### config.mk
export PLATFORM = sky130hd
export DESIGN_NAME = regfile_sb
export DESIGN_NICKNAME = d
export VERILOG_FILES = /design/src/rtl/regfile_sb.sv
export SDC_FILE = /design/constraint.sdc
export NUM_CORES = 2
export LEC_CHECK = 0
export CAP_MARGIN = 0
export CELL_PAD_IN_SITES_DETAIL_PLACEMENT = 1
export CELL_PAD_IN_SITES_GLOBAL_PLACEMENT = 2
export CORE_MARGIN = 1.5
export CORE_UTILIZATION = 35
export CTS_CLUSTER_SIZE = 8
export DETAILED_ROUTE_END_ITERATION = 8
export DONT_BUFFER_PORTS = 1
export PLACE_DENSITY = 0.73
export SLEW_MARGIN = 5
export SYNTH_ARGS = -nofsm -noshare
export SYNTH_HDL_FRONTEND = slang
export SYNTH_SLANG_ARGS = --single-unit
export TNS_END_PERCENT = 20
### constraint.sdc
create_clock -name clk -period 2.8 [get_ports clk]
set_input_delay 0.7 -clock clk [delete_from_list [all_inputs] [get_ports clk]]
set_output_delay 0.7 -clock clk [all_outputs]
set_load 0.005 [all_outputs]
### src/rtl/regfile_sb.sv
// -----------------------------------------------------------------------------
// regfile_sb
//
// General-purpose register file for the MIPS core with a pending-write
// scoreboard. It has two asynchronous read ports and one synchronous write
// port. Each register has a pending flag. A multi-cycle unit sets the flag
// when it issues and the writeback clears it.
//
// Parameters:
//   DATA_W   - register width in bits
//   ADDR_W   - address width; depth is 2**ADDR_W
//   ZERO_REG - nonzero: register 0 reads 0, drops writes/issues, never pending
//
// Ports:
//   clk, reset         - rising-edge clock, synchronous active-high reset
//   ra1/ra2            - read addresses (rs / rt)
//   rd1/rd2            - read data (combinational)
//   busy1/busy2        - pending flag of ra1/ra2 (combinational)
//   we3/wa3/wd3        - write enable / address / data
//   iss_en/iss_addr    - mark iss_addr pending at the next edge
//   any_busy           - OR of all stored pending flags
//
// Optional build macro:
//   REGFILE_BYPASS_EN  - same-cycle write-through from port 3 to rd*/busy*
// -----------------------------------------------------------------------------
module regfile_sb #(
    parameter int DATA_W   = 32,
    parameter int ADDR_W   = 5,
    parameter int ZERO_REG = 1
) (
    input  logic              clk,
    input  logic              reset,
    input  logic [ADDR_W-1:0] ra1,
    input  logic [ADDR_W-1:0] ra2,
    output logic [DATA_W-1:0] rd1,
    output logic [DATA_W-1:0] rd2,
    output logic              busy1,
    output logic              busy2,
    input  logic              we3,
    input  logic [ADDR_W-1:0] wa3,
    input  logic [DATA_W-1:0] wd3,
    input  logic              iss_en,
    input  logic [ADDR_W-1:0] iss_addr,
    output logic              any_busy
);

    localparam int DEPTH   = 2 ** ADDR_W;
    localparam bit ZERO_EN = (ZERO_REG != 0);

    logic [DATA_W-1:0] regs_r [DEPTH];
    logic [DEPTH-1:0]  pend_r;

    logic              wr_ok_s;
    logic              iss_ok_s;
    logic [DEPTH-1:0]  pend_clr_s;
    logic [DEPTH-1:0]  pend_set_s;
    logic [DEPTH-1:0]  pend_next_s;
    logic [DATA_W-1:0] rd1_st_s;
    logic [DATA_W-1:0] rd2_st_s;
    logic              busy1_st_s;
    logic              busy2_st_s;

    // Qualify write/issue against the hardwired zero register.
    always_comb begin
        wr_ok_s  = we3 && !(ZERO_EN && (wa3 == {ADDR_W{1'b0}}));
        iss_ok_s = iss_en && !(ZERO_EN && (iss_addr == {ADDR_W{1'b0}}));
    end

    // Pending update: clear on write, then set on issue so that a same-address
    // issue overrides the clear (the newer producer still owns the register).
    always_comb begin
        pend_clr_s  = wr_ok_s  ? ({{(DEPTH-1){1'b0}}, 1'b1} << wa3)      : {DEPTH{1'b0}};
        pend_set_s  = iss_ok_s ? ({{(DEPTH-1){1'b0}}, 1'b1} << iss_addr) : {DEPTH{1'b0}};
        pend_next_s = (pend_r & ~pend_clr_s) | pend_set_s;
    end

    // Register storage: synchronous reset clears everything; reset blocks writes.
    always_ff @(posedge clk) begin
        if (reset) begin
            for (int i = 0; i < DEPTH; i++) begin
                regs_r[i] <= {DATA_W{1'b0}};
            end
        end else if (wr_ok_s) begin
            regs_r[wa3] <= wd3;
        end
    end

    // Scoreboard flags: reset discards all outstanding pending state.
    always_ff @(posedge clk) begin
        if (reset) begin
            pend_r <= {DEPTH{1'b0}};
        end else begin
            pend_r <= pend_next_s;
        end
    end

    // Stored-state read view, with address 0 forced to zero when hardwired.
    always_comb begin
        rd1_st_s   = (ZERO_EN && (ra1 == {ADDR_W{1'b0}})) ? {DATA_W{1'b0}} : regs_r[ra1];
        rd2_st_s   = (ZERO_EN && (ra2 == {ADDR_W{1'b0}})) ? {DATA_W{1'b0}} : regs_r[ra2];
        busy1_st_s = (ZERO_EN && (ra1 == {ADDR_W{1'b0}})) ? 1'b0 : pend_r[ra1];
        busy2_st_s = (ZERO_EN && (ra2 == {ADDR_W{1'b0}})) ? 1'b0 : pend_r[ra2];
    end

`ifdef REGFILE_BYPASS_EN
    // Write-through: a write in flight to a read address is visible at once;
    // busy reflects only a same-cycle issue to that same register.
    always_comb begin
        rd1   = rd1_st_s;
        rd2   = rd2_st_s;
        busy1 = busy1_st_s;
        busy2 = busy2_st_s;
        if (wr_ok_s && (wa3 == ra1)) begin
            rd1   = wd3;
            busy1 = iss_ok_s && (iss_addr == wa3);
        end else begin
            rd1   = rd1_st_s;
            busy1 = busy1_st_s;
        end
        if (wr_ok_s && (wa3 == ra2)) begin
            rd2   = wd3;
            busy2 = iss_ok_s && (iss_addr == wa3);
        end else begin
            rd2   = rd2_st_s;
            busy2 = busy2_st_s;
        end
    end
`else
    // Reads reflect stored state only; a write shows up one cycle later.
    always_comb begin
        rd1   = rd1_st_s;
        rd2   = rd2_st_s;
        busy1 = busy1_st_s;
        busy2 = busy2_st_s;
    end
`endif

    // any_busy comes from stored flags only, so it has no path from we3/iss_en.
    always_comb begin
        any_busy = |pend_r;
    end

endmodule
==> run_results.csv <==
group,metric,value,unit
critical_path,required,2.10,ns
critical_path,startpoint_type,"primary input",
synthesis,ys_ff_latch,1056,
synthesis,synthFlopType,"edfxtp_1",
clock_tree,cts_made_buffers,150,
sta,drv_slew,148,
synthesis,synth_edf_count,1024,
synthesis,syn_area_per_cell,15.2,µm²
synthesis,yosys_warnings,0,
place,port_buffers,0,
critical_path,slowest_delay,1.13,ns
final_layout,fillers,15500,
clock_tree,tritoncts,"built",
synthesis,ys_async_sr_fraction,0,%
place,hpwl,115,mm
route,wirelength,207,mm
sta,worst_slew_pin_slew,1.98,ns
run_status,failed_checks,"max-slew violations, negative setup slack",
synthesis,synthTopCellsByArea,"edfxtp_1, mux4_2, and2_1",
floorplan,rows,146,
sta,final_hold_viol_count,0,
floorplan,start_util,35.3,%
clock_tree,path_clk_slew,0.05,ns
route,vias,36200,
sta,layout_worst_path_cycle_share,157,%
worst_hold_path,min_path_type,"in -> reg",
global_route,grt_remaining_overflow,0,
final_layout,drive_gt1_share,31.4,%
final_layout,num-nets-final,3794,
power,power_leakage,22.3,nW
sta,rsz0062_at_grt,"yes",
synthesis,synthesis.instances,3697,
flow_run,max-cap-violations,0,
route,drcViolationCount,0,
floorplan,die-area,0.163,mm²
route,via_per_inst,6.19,
synthesis,synth_commonest_cells,"edfxtp_1, and2_1, mux4_2, clkbuf_1, mux2i_1",
synthesis,netlist_area,0.0561,mm²
clock_tree,cts.sinks,1056,
route,first_iter_violations,4484,
clock_tree,insertion_delay,0.77,ns
sta,max_freq,227,MHz
critical_path,path_cells,"mux4_2, mux2_4, a221oi_2, buf_4, a2111oi_4, buf_4",
power,p_per_area,603,mW/mm²
sta,setup_ws,-1.60,ns
critical_path,cpMaxStageDelayCell,"mux4_2",
route,ant_nets,0,
synthesis,ys_seq_area_share,55.9,%
synthesis,synthMostInstantiatedCell,"edfxtp_1",
sta,setup_viol_count_final,66,
route,drt_first_pass_iters,6,
floorplan,coreArea,0.159,mm²
synthesis,synthDominantCellAreaShare,54.8,%
synthesis,yosysUniqueCellTypes,50,
floorplan,dieWidth,403,µm
floorplan,die_y,403,µm
clock_tree,clock_path_buffers,3,
clock_tree,htreeDepth,4,
place,pre_cts_slack,-1.06,ns
sta,min_period,4.40,ns
power,ir_worst_vdd,0.644,mV
critical_path,path_class,"in -> out",
global_route,grt_max_degree,327,
critical_path,crit_top_cell,"buf_4",
route,wl_per_cell,35.5,µm
floorplan,io_pins,123,
global_route,grt_pass1_vias,38100,
sta,whs,0.0748,ns
global_route,track_usage,25.3,%
critical_path,endpoint_kind,"primary output",
final_layout,synthToLayoutAreaGrowth,17.2,%
place,gp_congestion,0.831,
sta,relSlewSlack,-31.8,%
power,power.total,0.0397,W
clock_tree,cts-root-buf,"clkbuf_16",
critical_path,crit_fanout,326,
global_route,antenna_found_initial,19,
critical_path,arrival,3.70,ns
run_status,run_status,"finished with violations",
sta,fin_skew,0,ns
synthesis,yosysTopAreaCell,"edfxtp_1",
global_route,grt_pass1_wl,290,mm
==> worst max-delay path: cells and delay by family <==
family / cells / cell delay [ns]
multiplexers: 2 / 1.44
AO/OA/AOI/OAI: 2 / 0.29
buffers and inverters: 2 / 0.39
==> state kept, by name (all words and copies together), names as in the netlist <==
register  flops
pend_r       32
regs_r     1024
==> power by group <==
part	switching (W)	internal, W	leakage [nW]
clock	0.00681	0.00972	1.97
sequential	0.000487	0.0182	10.0
combinational	0.00216	0.00225	10.3
==> timing repair <==
item / 4_1_cts / 5_1_grt
hold endpoints to repair: 1 / 0
pin swaps: 95 / 8
hold buffers: 1 / 0
resized for setup: 131 / 64
buffers inserted: 6 / 0
setup endpoints to repair: 67 / 67
==> routing by layer <==
metal / up-vias / GRT usage [%] / wire [µm]
li1: 14400 / - / -
met5: - / 0 / 0
met4: 0 / 9.71 / 7640
met3: 361 / 5.57 / 20800
met2: 1990 / 40.3 / 97100
met1: 19500 / 33.8 / 81600
==> cells in the final DEF (no fill, tap or decap), types with 10 or more instances in the layout <==
cell type  synthesis  routed
nor3_1            66      15
o21ai_0           12      12
clkbuf_16          0     154
nor3_4             0      12
mux2i_1          150     148
nor2b_1           33      30
dfxtp_1           32      30
clkbuf_1         266      15
buf_6             10      11
edfxtp_1        1024    1024
o22ai_2            0      26
mux4_2           487     487
a21o_2             0      27
nor3_2             0      39
inv_1             33      32
a22oi_1           10      10
conb_1             1      32
buf_4             50     156
buf_12             3      83
nand2b_1          13      12
nand2_1           31      31
a2111oi_2          0      28
nor2_1            29      11
a2111oi_4          0      33
mux2_2            35      30
and2_1           997     996
a22o_4             0      10
a22o_1            54      42
o22ai_1          123      94
nor2_4             0      17
==> metrics by stage <==
| stage | cells | TNS, ns | util (%) | instance area [µm²] |
|---|---|---|---|---|
| 2_1_floorplan | 3728 | -0.407 | - | 56900 |
| 3_3_place_gp | 5662 | -24.33 | 38.1 | 60500 |
| 3_5_place_dp | 5662 | -25.35 | 38.1 | 60500 |
| 4_1_cts | 5840 | -31.02 | 41.2 | 65400 |
| 5_1_grt | 5840 | -39.56 | 41.4 | 65700 |
| 6_report | 5843 | -51.21 | 41.4 | 65700 |
==> worst paths after layout <==
kind,from,endpoint,slack (ns),cells after the start
worst max-delay path,ra2[0],rd2[30],-1.60,6
worst min-delay path,reset,regs_r[0][4],0.07,0
worst max register to register,pend_r[6],pend_r[6],2.12,2
worst min register to register,pend_r[15],pend_r[15],0.51,2
==> cells by family after synthesis <==
logic type / after synthesis / synth area share (%)
AO/OA/AOI/OAI: 328 / 4.35
buffers and inverters: 426 / 3.58
flip-flops: 1056 / 55.9
multiplexers: 672 / 22.9
other: 1 / 0.00668
AND/OR/NAND/NOR: 1214 / 13.2
==> cell type report <==
cell class | count | area (µm²) | area share [%]
flip-flops and latches | 1056 | 31400 | 47.8
multi-input cells | 2246 | 24600 | 37.5
clock buffers | 169 | 3910 | 5.95
repair buffers | 251 | 2970 | 4.51
well taps | 2072 | 2590 | 3.94
inverters | 33 | 124 | 0.188
clock inverters | 11 | 115 | 0.175
diodes | 5 | 12.5 | 0.0190
No activity file was read; power rests on OpenSTA's default activity.
